$ cat config.mk
export PLATFORM = sky130hd
export DESIGN_NAME = dma_ctrl
export DESIGN_NICKNAME = d
export VERILOG_FILES = /design/src/rtl/dma_ctrl.sv
export SDC_FILE = /design/constraint.sdc
export NUM_CORES = 1
export LEC_CHECK = 0
export BUFFER_PORTS_ARGS = -buffer_cell sky130_fd_sc_hd__buf_2
export CORE_AREA = 10 10 143 145
export CTS_BUF_LIST = sky130_fd_sc_hd__clkbuf_16
export CTS_CLUSTER_DIAMETER = 80
export DETAILED_ROUTE_END_ITERATION = 16
export DIE_AREA = 0 0 153 155
export MAX_ROUTING_LAYER = met4
export PLACE_DENSITY = 0.79
export SLEW_MARGIN = 20
export SYNTH_ARGS = -nofsm -noshare
export SYNTH_HDL_FRONTEND = slang
export SYNTH_SLANG_ARGS = --single-unit
$ cat constraint.sdc
create_clock -name clk -period 6.6 [get_ports clk]
set_clock_uncertainty 0.15 [all_clocks]
set_input_delay 0.66 -clock clk [delete_from_list [all_inputs] [get_ports clk]]
set_output_delay 0.66 -clock clk [all_outputs]
set_load 0.005 [all_outputs]
$ cat src/rtl/dma_ctrl.sv
// Single-channel word DMA: a 4-register slave port programs SRC/DST/LEN/CTRL,
// and a master port copies LEN words, one read then one write per beat.
module dma_ctrl (
  input  logic        clk,
  input  logic        reset,
  input  logic [31:0] address_in,
  input  logic        sel_in,
  input  logic        read_in,
  output logic [31:0] read_value_out,
  input  logic [3:0]  write_mask_in,
  input  logic [31:0] write_value_in,
  output logic        ready_out,
  output logic [31:0] address_out,
  output logic        read_out,
  output logic        write_out,
  output logic [3:0]  write_mask_out,
  output logic [31:0] write_value_out,
  input  logic [31:0] read_value_in,
  input  logic        ready_in,
  output logic        irq_out
);

  // Master handshake: a request (read_out or write_out) is held, with stable
  // address and data, until the cycle ready_in=1; that edge completes the beat.
  typedef enum logic [1:0] {
    IDLE = 2'd0,
    RD   = 2'd1,
    WR   = 2'd2,
    FIN  = 2'd3
  } state_t;

  localparam logic [1:0] REG_SRC  = 2'd0;
  localparam logic [1:0] REG_DST  = 2'd1;
  localparam logic [1:0] REG_LEN  = 2'd2;
  localparam logic [1:0] REG_CTRL = 2'd3;

  state_t      state;
  state_t      state_next;
  logic [31:0] src;
  logic [31:0] dst;
  logic [15:0] len;
  logic [31:0] buffer;
  logic        done;
  logic        abort_pending;

  logic        busy;
  logic [1:0]  reg_sel;
  logic        wr_en;
  logic        wr_src;
  logic        wr_dst;
  logic        wr_len;
  logic        ctrl_wr;
  logic        start_req;
  logic        go;
  logic        done_clr;
  logic        abort_req;
  logic        abort_hit;
  logic        rd_beat;
  logic        wr_beat;
  logic [15:0] len_next;
  logic [31:0] len_merged;

  function automatic logic [31:0] merge_bytes(input logic [31:0] old_val,
                                              input logic [31:0] new_val,
                                              input logic [3:0]  mask);
    logic [31:0] res;
    res = old_val;
    for (int b = 0; b < 4; b++) begin
      if (mask[b]) res[b*8 +: 8] = new_val[b*8 +: 8];
    end
    return res;
  endfunction

  assign busy      = (state == RD) || (state == WR);
  assign reg_sel   = address_in[3:2];
  // The slave bus has no write strobe: a selected non-read with any lane enabled is a write.
  assign wr_en     = sel_in && !read_in && (write_mask_in != 4'b0000);
  assign wr_src    = wr_en && (reg_sel == REG_SRC) && !busy;
  assign wr_dst    = wr_en && (reg_sel == REG_DST) && !busy;
  assign wr_len    = wr_en && (reg_sel == REG_LEN) && !busy;
  assign ctrl_wr   = wr_en && (reg_sel == REG_CTRL) && write_mask_in[0];
  assign start_req = ctrl_wr && write_value_in[0];
  // START is only taken from IDLE; FIN is a single cycle and returns there.
  assign go        = start_req && (state == IDLE);
  assign done_clr  = ctrl_wr && write_value_in[2];
  assign abort_req = ctrl_wr && write_value_in[3] && busy;
  assign abort_hit = abort_pending || abort_req;
  assign rd_beat   = (state == RD) && ready_in;
  assign wr_beat   = (state == WR) && ready_in;
  assign len_next  = len - 16'd1;
  assign len_merged = merge_bytes({16'b0, len}, write_value_in, write_mask_in);

  always_ff @(posedge clk) begin
    if (reset) begin
      state <= IDLE;
    end else begin
      state <= state_next;
    end
  end

  always_comb begin
    state_next      = state;
    address_out     = 32'b0;
    read_out        = 1'b0;
    write_out       = 1'b0;
    write_mask_out  = 4'b0000;
    write_value_out = 32'b0;
    case (state)
      IDLE: begin
        if (go && (len != 16'd0)) state_next = RD;
      end
      RD: begin
        address_out = {src[31:2], 2'b00};
        read_out    = 1'b1;
        if (ready_in) state_next = abort_hit ? IDLE : WR;
      end
      WR: begin
        address_out     = {dst[31:2], 2'b00};
        write_out       = 1'b1;
        write_mask_out  = 4'b1111;
        write_value_out = buffer;
        if (ready_in) begin
          if (abort_hit)                 state_next = IDLE;
          else if (len_next != 16'd0)    state_next = RD;
          else                           state_next = FIN;
        end
      end
      FIN: begin
        state_next = IDLE;
      end
      default: begin
        state_next = IDLE;
      end
    endcase
  end

  // Register file; slave writes and beat updates never coincide because
  // SRC/DST/LEN writes are blocked while a beat can complete.
  always_ff @(posedge clk) begin
    if (reset) begin
      src    <= 32'b0;
      dst    <= 32'b0;
      len    <= 16'b0;
      buffer <= 32'b0;
    end else begin
      if (wr_src) src <= merge_bytes(src, write_value_in, write_mask_in);
      if (wr_dst) dst <= merge_bytes(dst, write_value_in, write_mask_in);
      if (wr_len) len <= len_merged[15:0];
      if (rd_beat) buffer <= read_value_in;
      if (wr_beat) begin
        src <= src + 32'd4;
        dst <= dst + 32'd4;
        len <= len_next;
      end
    end
  end

  // DONE: the clear is applied first so a set in the same cycle wins.
  always_ff @(posedge clk) begin
    if (reset) begin
      done          <= 1'b0;
      abort_pending <= 1'b0;
    end else begin
      if (done_clr) done <= 1'b0;
      if (go) done <= (len == 16'd0);
      if (state == FIN) done <= 1'b1;

      if (abort_req) abort_pending <= 1'b1;
      if (state_next == IDLE) abort_pending <= 1'b0;
    end
  end

  always_comb begin
    read_value_out = 32'b0;
    if (sel_in) begin
      case (reg_sel)
        REG_SRC:  read_value_out = src;
        REG_DST:  read_value_out = dst;
        REG_LEN:  read_value_out = {16'b0, len};
        REG_CTRL: read_value_out = {28'b0, abort_pending, done, busy, 1'b0};
        default:  read_value_out = 32'b0;
      endcase
    end
  end

  assign ready_out = sel_in;
  assign irq_out   = done;

endmodule

* Word-level counts from Yosys, hierarchy flattened *
Cells that the tools add are included.

word-level totals
  word-level logic and storage cells = 98
  output and inout bits = 104
  bits of input ports = 105
  flip-flop bits (word level) = 116

cells by class
  add/sub/neg operators = 3
  eq/ne operators = 6
  muxes and demuxes = 27
  reductions and logical operators = 48

operator list
  operator                                                              count
  32-bit 2-to-1 mux                                                     6
  32-bit case mux with 4 select lines                                   1
  32-bit by 3-bit adder with 32-bit output, second input constant       2
  32-bit case mux with 2 select lines                                   1
  16-bit 2-to-1 mux                                                     2
  8-bit 2-to-1 mux                                                      4
  16-bit nonzero test                                                   2
  2-bit AND reduction                                                   10
  1-bit logical AND                                                     18
  16-bit zero test                                                      1
  16-bit by 1-bit subtractor with 16-bit output, second input constant  1
  2-bit nonzero test                                                    7
  2-bit 2-to-1 mux                                                      6
  2-bit == test, second input constant                                  4
  2-bit case mux with 4 select lines                                    1
  2-bit zero test                                                       3
  1-bit 2-to-1 mux                                                      5
  2-bit by 1-bit == test with 1-bit output, second input constant       2
  4-bit 2-to-1 mux                                                      1
  4-bit nonzero test                                                    1
  3-bit nonzero test                                                    1
  1-bit zero test                                                       2
  1-bit logical OR                                                      2
  2-bit OR reduction                                                    1

* Depth between registers and ports, before layout *
Gate-level depths: netlist (run 1).

  depth in word-level cells = 13
  depth in mapped cells = 10
  gate-level depth less buffers = 8

* Worst setup path before layout (run 1) *
Ideal clock, no wire load.

  path kind = in2out
  from = in address_in[3]
  to = out read_value_out[1]
  buffers on the path = 2
  arrival time = 1998 ps
  setup slack = 3792 ps
  data required time = 5790 ps
  stages on the path = 4
  cell sequence = buf_1 > buf_1 > mux4_2 > and2_1

between the ends
  word-level cells in the longest chain between the ends = 3
  elaborated cells between the ends (all ways) = 6
  classes of those cells = eq/ne: 3; mux: 2; reduce/logical: 1

RTL lines
  element                                line  source
  start: declaration                     6     input logic [31:0] address_in,
  2-bit == test (tied with other cells)  176   case (reg_sel)
  32-bit case mux with 4 select lines *  176
  32-bit 2-to-1 mux *                    175   if (sel_in) begin
  end: declaration                       9     output logic [31:0] read_value_out,

Mark *: on every way between the ends. The rest lies on a longest branch, timed or not.

* Final worst setup path (run 1) *
  from = reg state[1]
  to = reg src[8]

between the ends
  word-level cells in the longest chain between the ends = 6
  elaborated cells between the ends (all ways) = 10
  classes of those cells = eq/ne: 2; mux: 1; reduce/logical: 7

RTL lines
  element                                                                           line    source
  start: declaration                                                                37      state_t state;
  start signal: assignment                                                          97      state <= state_next;
  2-bit by 1-bit == test with 1-bit output / 2-bit == test (equally long branches)  74, 89
  1-bit logical OR                                                                  74      assign busy = (state == RD) || (state == WR);
  1-bit zero test                                                                   78      assign wr_src = wr_en && (reg_sel == REG_SRC) && !busy;
  1-bit logical AND                                                                 78
  2-bit nonzero test (no line)                                                      --
  2-bit AND reduction (no line)                                                     --
  end signal: assignment                                                            146     if (wr_src) src <= merge_bytes(src, write_value_in, write_mask_in);
  end signal: assignment                                                            151     src <= src + 32'd4;
  end: declaration                                                                  39      logic [31:0] src;

Several ways; a longest one is shown, not always the timed one.
A chain may end at the register's enable or synchronous reset.

==> results by group, run 1 <==
Routing
  – Drt wl/cell: 18.4 um
  – Final wirelength: 26.6 mm
  – DRC: 0
  – Via-per-instance ratio: 6.05
  – Via count: 8754
  – DRT Pass-1 Iters: 5
  – DRT antenna net count: 0
  – DRT iter0 DRCs: 976

Worst setup path
  – Buffer and inverter count on the worst path: 1
  – CP arrival: 4100 ps
  – CP required: 6730 ps
  – Crit-path slowest cell: nor2b_1
  – Max FO, Critical Path: 34
  – Flop2flop setup slack: 2620 ps
  – Reg2reg end: src[8]
  – Startpoint types: flip-flop
  – Cell family with the largest share of critical-path delay: simple AND/OR/NAND/NOR gates
  – Reg2Reg Depth: 8
  – Endpoint class of the critical path: flip-flop
  – Max stage delay on crit path: 980 ps
  – Crit-path cells: inv_1 > ha_1 > nor4b_1 > nor2b_1 > a21o_1 > o21ai_0 > a22oi_1 > nor2_1
  – CP Class: reg -> reg
  – FF-to-FF Start: state[1]

Clock network
  – Max clock buf depth: 2
  – TritonCTS clock tree: done
  – Post-CTS Hold Buffers: 0
  – Post-CTS setup buffer count: 0
  – H-tree depth: 4
  – Clock sinks: 116
  – Clock insertion delay at the later pin of the skew report: 430 ps
  – # resized after CTS: 0
  – CTS buffer count: 17
  – Clock Tree Root: clkbuf_16
  – Clock transition at path regs: 50 ps

Hold path
  – Hold path depth: 2
  – Hold Path Sink: buffer[12]
  – Hold Path Origin: buffer[12]
  – Hold WC Path Type: reg -> reg

Floorplanning
  – Die Span Y: 155 um
  – Rows: 49
  – Die Wd: 153 um
  – Core area: 0.0177 sq mm
  – I/O pin cnt: 209
  – Die area: 0.0237 sq mm
  – Initial Utilization: 0.447

Global route
  – Aggregate global routing overflow: 0
  – First-pass GRT wire length: 42.1 mm
  – Initial antenna violation count: 0
  – Vias in the first global route: 7992
  – GRT Util Overall: 0.216
  – Largest net degree at the start of global routing: 87

Logic synthesis
  – Post-synthesis mux area share: 0.0555
  – Post-Syn Area: 0.00790 sq mm
  – Distinct cells, synth: 67
  – Count leader, synth: nand2_1
  – Simple-gate portion of the synthesized area: 0.311
  – Synth Area in Adders: 0.0143
  – Gate count after technology mapping: 1106
  – Dominant cell type by area after synthesis: dfxtp_1
  – Yosys reg bits: 116
  – Largest family of logic cells by synthesized area: simple AND/OR/NAND/NOR gates
  – Most used DFF post-synth: dfxtp_1
  – Most common library cells after synthesis: nand2_1, dfxtp_1, a21oi_1, nor2_1, o21ai_0
  – Ranking of synthesized cells by area: dfxtp_1, nand2_1, a21oi_1, o21ai_0, mux2i_1
  – Syn_area_per_cell: 7.14 sq um
  – Yosys top cell area share: 0.294
  – Number of synthesized flops with an enable pin: 0
  – YS warnings: 0
  – Sequential fraction of the synthesis area: 0.294
  – Async set-reset flop share out of synthesis: 0
  – Post-Synth XOR/XNOR Area: 0.00555
  – Compound-Gate Fraction of Synth Area: 0.260

Timing
  – RSZ-0062 raised after global routing: false
  – Setup violators final: 0
  – Setup TNS: 0 ps
  – Period utilisation layout: 0.603
  – Final worst path period need: 3980 ps
  – Worst-margin pin slew: 1180 ps
  – Final count of pins violating max slew: 0
  – Hold Worst Slack: 297 ps
  – Hold Vio Cnt, Final: 0
  – Fmax: 251 MHz
  – Worst slew margin: 0.214

Cells and area
  – Layout cells sized above 1: 0.194
  – Multi-input gate area: 0.00512 sq mm
  – Synth-to-layout area growth: 18.0%
  – Fill cell count: 1706
  – Reg area: 0.00232 sq mm
  – Nets@finish: 1319

Placed design
  – RePlAce Congestion: 0.922
  – DPL Wire Length: 18.6 mm
  – Port Buffers: 176

Power and ir drop
  – VDD IR max: 0.199 mV
  – Lkg Pwr: 0.00372 uW
  – Pwr dens: 206 mW/mm^2

Flow run
  – Max-cap check violation count: 0

Outcome
  – Status: completed
## stage by stage
step           instances  cell area [sq um]  total power [uW]  setup WS, ps  utilization
4_1_cts             1447               9310              1920          2700        0.527
5_1_grt             1447               9310              1980          2390        0.527
6_report            1448               9320              1920          2620        0.528
2_1_floorplan       1107               7900               909          3790            -
3_3_place_gp        1414               8690               982          2870        0.492
3_5_place_dp        1415               8720               992          2710        0.494
## worst min-delay path: cells and delay by family (launching register included)
kind	cells	cell delay, ps
simple gates	1	50
compound gates	1	50
flops	1	300
## kinds of logic (layout without fill, tap and decap cells)
logic type               count (synthesis)  in the layout
flip-flops                             116            116
XOR/XNOR                                 5              5
adder cells (fa/ha/maj)                  9              9
AND/OR/NAND/NOR                        492            492
multiplexers                            40             40
buffers and inverters                  113            224
other                                    1              3
AO/OA/AOI/OAI                          330            330
## layout by cell type, fill, tap and decap left out, types with 6 or more instances in the layout
cell type    n
a22oi_1     46
a21oi_1    100
nor2_1      98
nand2_1    165
nor4_1       9
nand3_1     30
o31ai_1     14
and3_1      12
and2_1      56
o22ai_1     11
a311oi_1     6
inv_1        8
ha_1         8
buf_4        8
nor3_1      22
nand4_1     15
buf_2      175
a211oi_1    16
mux2i_1     37
or3_1        8
clkbuf_16   17
o21ai_0     76
a31oi_1     21
and4_1      10
dfxtp_1    116
a21o_1       8
nor2b_1     33
## sequential cells by signal, indices dropped and copies added (netlist names)
signal / cells
buffer: 32
dst: 32
src: 32
len: 16
state: 2
abort_pending: 1
irq_out: 1
## routing by layer
metal / GRT usage / up-vias / wire, um
met1: 0.257 / 4017 / 10700
met3: 0.0543 / 94 / 2390
met2: 0.345 / 466 / 12600
met4: 0.0895 / 0 / 948
met5: - / - / 0
li1: - / 4177 / -
## final cells by class
class / count / area share
antenna: 1 / 0.000269
clock buffer: 17 / 0.0457
clock inverter: 15 / 0.0177
inverter: 8 / 0.00322
multi-input combinational: 878 / 0.550
sequential: 116 / 0.249
tap: 229 / 0.0308
timing repair buffer: 184 / 0.103
## how the worst max path moves through the flow
stage / slack [ps] / cells past startpoint / endpoint / from
6_report: 2620 / 8 / src[8] / state[1]
5_1_grt: 2390 / 8 / src[11] / state[1]
4_1_cts: 2700 / 8 / src[11] / state[1]
3_5_place_dp: 2710 / 8 / src[11] / state[1]
3_3_place_gp: 2870 / 8 / src[16] / state[1]
2_1_floorplan: 3790 / 4 / read_value_out[1] / address_in[3]
## report_power, final
group          total (uW)  leakage (uW)  switching, uW  internal [uW]
registers             745      0.000936           22.5            722
clock network         938      0.000279            351            587
logic                 237       0.00250            150           86.8
total                1920       0.00372            523           1400
Power figures use the tool's default switching activity.
==> run 2, diff against run 1 <==
Settings changed: PLACE_DENSITY 0.79 to 0.82.
Clock period 6.6 ns to 3.3 ns, I/O delays scaled along.
==> results by group, run 2 (synthesized netlist as in run 1, its figures left out) <==
Floorplanning
  – Initial Utilization: 0.447 (unchanged)
  – Rows: 49 (unchanged)
  – Die area: 0.0237 sq mm (unchanged)
  – Core area: 0.0177 sq mm (unchanged)
  – Die Wd: 153 um (unchanged)
  – Die Span Y: 155 um (unchanged)
  – I/O pin cnt: 209 (unchanged)

Placed design
  – Port Buffers: 176 (unchanged)
  – RePlAce Congestion: 0.989 (was 0.922)
  – Placed insts: 1434 (was 1415)
  – DPL Wire Length: 19.3 mm (was 18.6 mm)

Timing
  – Period utilisation layout: 0.913 (was 0.603)
  – RSZ-0062 raised after global routing: false (unchanged)
  – Setup violators final: 0 (unchanged)
  – Setup TNS: 0 ps (unchanged)
  – Final count of pins violating max slew: 0 (unchanged)
  – Worst-margin pin slew: 946 ps (was 1180 ps)
  – Hold Worst Slack: 14.7 ps (was 297 ps)
  – Final worst path period need: 3010 ps (was 3980 ps)
  – Hold Vio Cnt, Final: 0 (unchanged)
  – Fmax: 332 MHz (was 251 MHz)
  – Worst slew margin: 0.369 (was 0.214)

Worst setup path
  – CP Class: reg -> reg (unchanged)
  – Reg2Reg Depth: 9 (was 8)
  – CP required: 3500 ps (was 6730 ps)
  – CP endpoint: dst[30] (was src[8])
  – Reg2reg end: dst[30] (was src[8])
  – Endpoint class of the critical path: flip-flop (unchanged)
  – FF-to-FF Start: state[1] (unchanged)
  – Crit-path slowest cell: nor4b_1 (was nor2b_1)
  – Crit-path cells: inv_1 > ha_1 > nor4b_1 > and2_1 > buf_4 > a21oi_1 > nor2_1 > a22oi_1 > o22ai_1 (was inv_1 > ha_1 > nor4b_1 > nor2b_1 > a21o_1 > o21ai_0 > a22oi_1 > nor2_1)
  – Max stage delay on crit path: 670 ps (was 980 ps)
  – Max FO, Critical Path: 6 (was 34)
  – CP Launch Point: state[1] (unchanged)
  – Flop2flop setup slack: 290 ps (was 2620 ps)
  – Startpoint types: flip-flop (unchanged)
  – CP arrival: 3210 ps (was 4100 ps)

Clock network
  – CTS buffer count: 17 (unchanged)
  – Clock Tree Root: clkbuf_16 (unchanged)
  – TritonCTS clock tree: done (unchanged)
  – # resized after CTS: 0 (unchanged)
  – Post-CTS Hold Buffers: 31 (was 0)
  – H-tree depth: 4 (unchanged)
  – Clock insertion delay at the later pin of the skew report: 430 ps (about the same)
  – Max clock buf depth: 2 (unchanged)
  – Post-CTS setup buffer count: 0 (unchanged)
  – Clock transition at path regs: 50 ps (about the same)
  – Clock sinks: 116 (unchanged)

Global route
  – Vias in the first global route: 8505 (was 7992)
  – Largest net degree at the start of global routing: 72 (was 87)
  – First-pass GRT wire length: 44.2 mm (was 42.1 mm)
  – Aggregate global routing overflow: 0 (unchanged)
  – GRT Util Overall: 0.228 (was 0.216)
  – Initial antenna violation count: 2 (was 0)

Cells and area
  – Reg area: 0.00232 sq mm (unchanged)
  – Largest regs: buffer: 32 flops, dst: 32 flops, src: 32 flops (unchanged)
  – Synth-to-layout area growth: 23.6% (was 18.0%)
  – Layout cells sized above 1: 0.197 (was 0.194)
  – Layout Cells excl Fill: 1500 (was 1448)
  – Nets@finish: 1369 (was 1319)
  – Most frequent cells in the layout: buf_2, nand2_1, dfxtp_1, a21oi_1, nor2_1 (unchanged)
  – Fill cell count: 1624 (was 1706)
  – Multi-input gate area: 0.00512 sq mm (about the same)
  – Commonest non-fill, non-tap cell in the layout: buf_2 (unchanged)

Routing
  – DRT Pass-1 Iters: 5 (unchanged)
  – Drt wl/cell: 18.6 um (was 18.4 um)
  – Final wirelength: 27.9 mm (was 26.6 mm)
  – Via-per-instance ratio: 6.07 (was 6.05)
  – DRC: 0 (unchanged)
  – DRT iter0 DRCs: 1134 (was 976)
  – Via count: 9105 (was 8754)
  – DRT antenna net count: 0 (unchanged)

Power and ir drop
  – VDD IR max: 0.354 mV (was 0.199 mV)
  – Pwr dens: 393 mW/mm^2 (was 206 mW/mm^2)
  – Pwr Total: 3830 uW (was 1920 uW)
  – Lkg Pwr: 0.00394 uW (was 0.00372 uW)

Hold path
  – Hold WC Path Type: in -> reg (was reg -> reg)

Outcome
  – Status: completed (unchanged)

Flow run
  – Max-cap check violation count: 0 (unchanged)
[run 2: cell count changes in the layout (fill, tap and decap cells not counted), moves of 2 or more]
cell | before | now
clkinv_2 | 4 | 2
diode_2 | 1 | 4
dlygate4sd3_1 | 0 | 31
buf_12 | 0 | 2
clkinv_1 | 2 | 5
buf_4 | 8 | 26
clkinv_4 | 2 | 0
[run 2: layer usage]
| metal | wire (um) | share of wire | global-route usage | vias up |
|---|---|---|---|---|
| li1 | - | - | - | 4284 |
| met1 | 10900 | 0.39 | 0.262 | 4196 |
| met2 | 13200 | 0.47 | 0.360 | 526 |
| met3 | 2770 | 0.099 | 0.0587 | 99 |
| met4 | 1140 | 0.041 | 0.124 | 0 |
| met5 | 0 | 0 | - | - |
[run 2: report_power, final]
group	internal (uW)	switching, uW
clock network	1160	665
registers	1440	45.9
logic	203	313
total	2810	1020
[run 2: worst max-delay path, delay by kind of cell, from the launching register on]
family	cells	cell delay, ps
compound gates	3	420
flops	1	420
fa+ha+maj	1	300
simple gates	3	1370
buf+inv	2	270
[run 2: worst min path at each step]
| stage | startpoint | endpoint | slack, ps | cells after the start |
|---|---|---|---|---|
| 4_1_cts | read_value_in[10] | buffer[10] | 5 | 3 |
| 5_1_grt | read_value_in[10] | buffer[10] | 10 | 3 |
| 3_5_place_dp | buffer[29] | buffer[29] | 290 | 2 |
| 2_1_floorplan | buffer[0] | buffer[0] | 280 | 2 |
| 3_3_place_gp | buffer[24] | buffer[24] | 290 | 2 |
| 6_report | read_value_in[10] | buffer[10] | 10 | 3 |
[run 2: area by class of cell]
type / instances / area share
multi-input cells: 878 / 0.524
flip-flops and latches: 116 / 0.238
repair buffers: 234 / 0.146
clock buffers: 17 / 0.0436
well taps: 229 / 0.0294
clock inverters: 14 / 0.0149
inverters: 8 / 0.00308
diodes: 4 / 0.00103
[run 2: through the flow]
| stage | setup WS, ps | util | cell area [sq um] |
|---|---|---|---|
| floorplan | 838 | - | 7900 |
| global placement | 539 | 0.502 | 8870 |
| CTS | 398 | 0.552 | 9750 |
| detailed placement | 423 | 0.502 | 8870 |
| finish | 287 | 0.553 | 9760 |
| global route | 114 | 0.552 | 9750 |
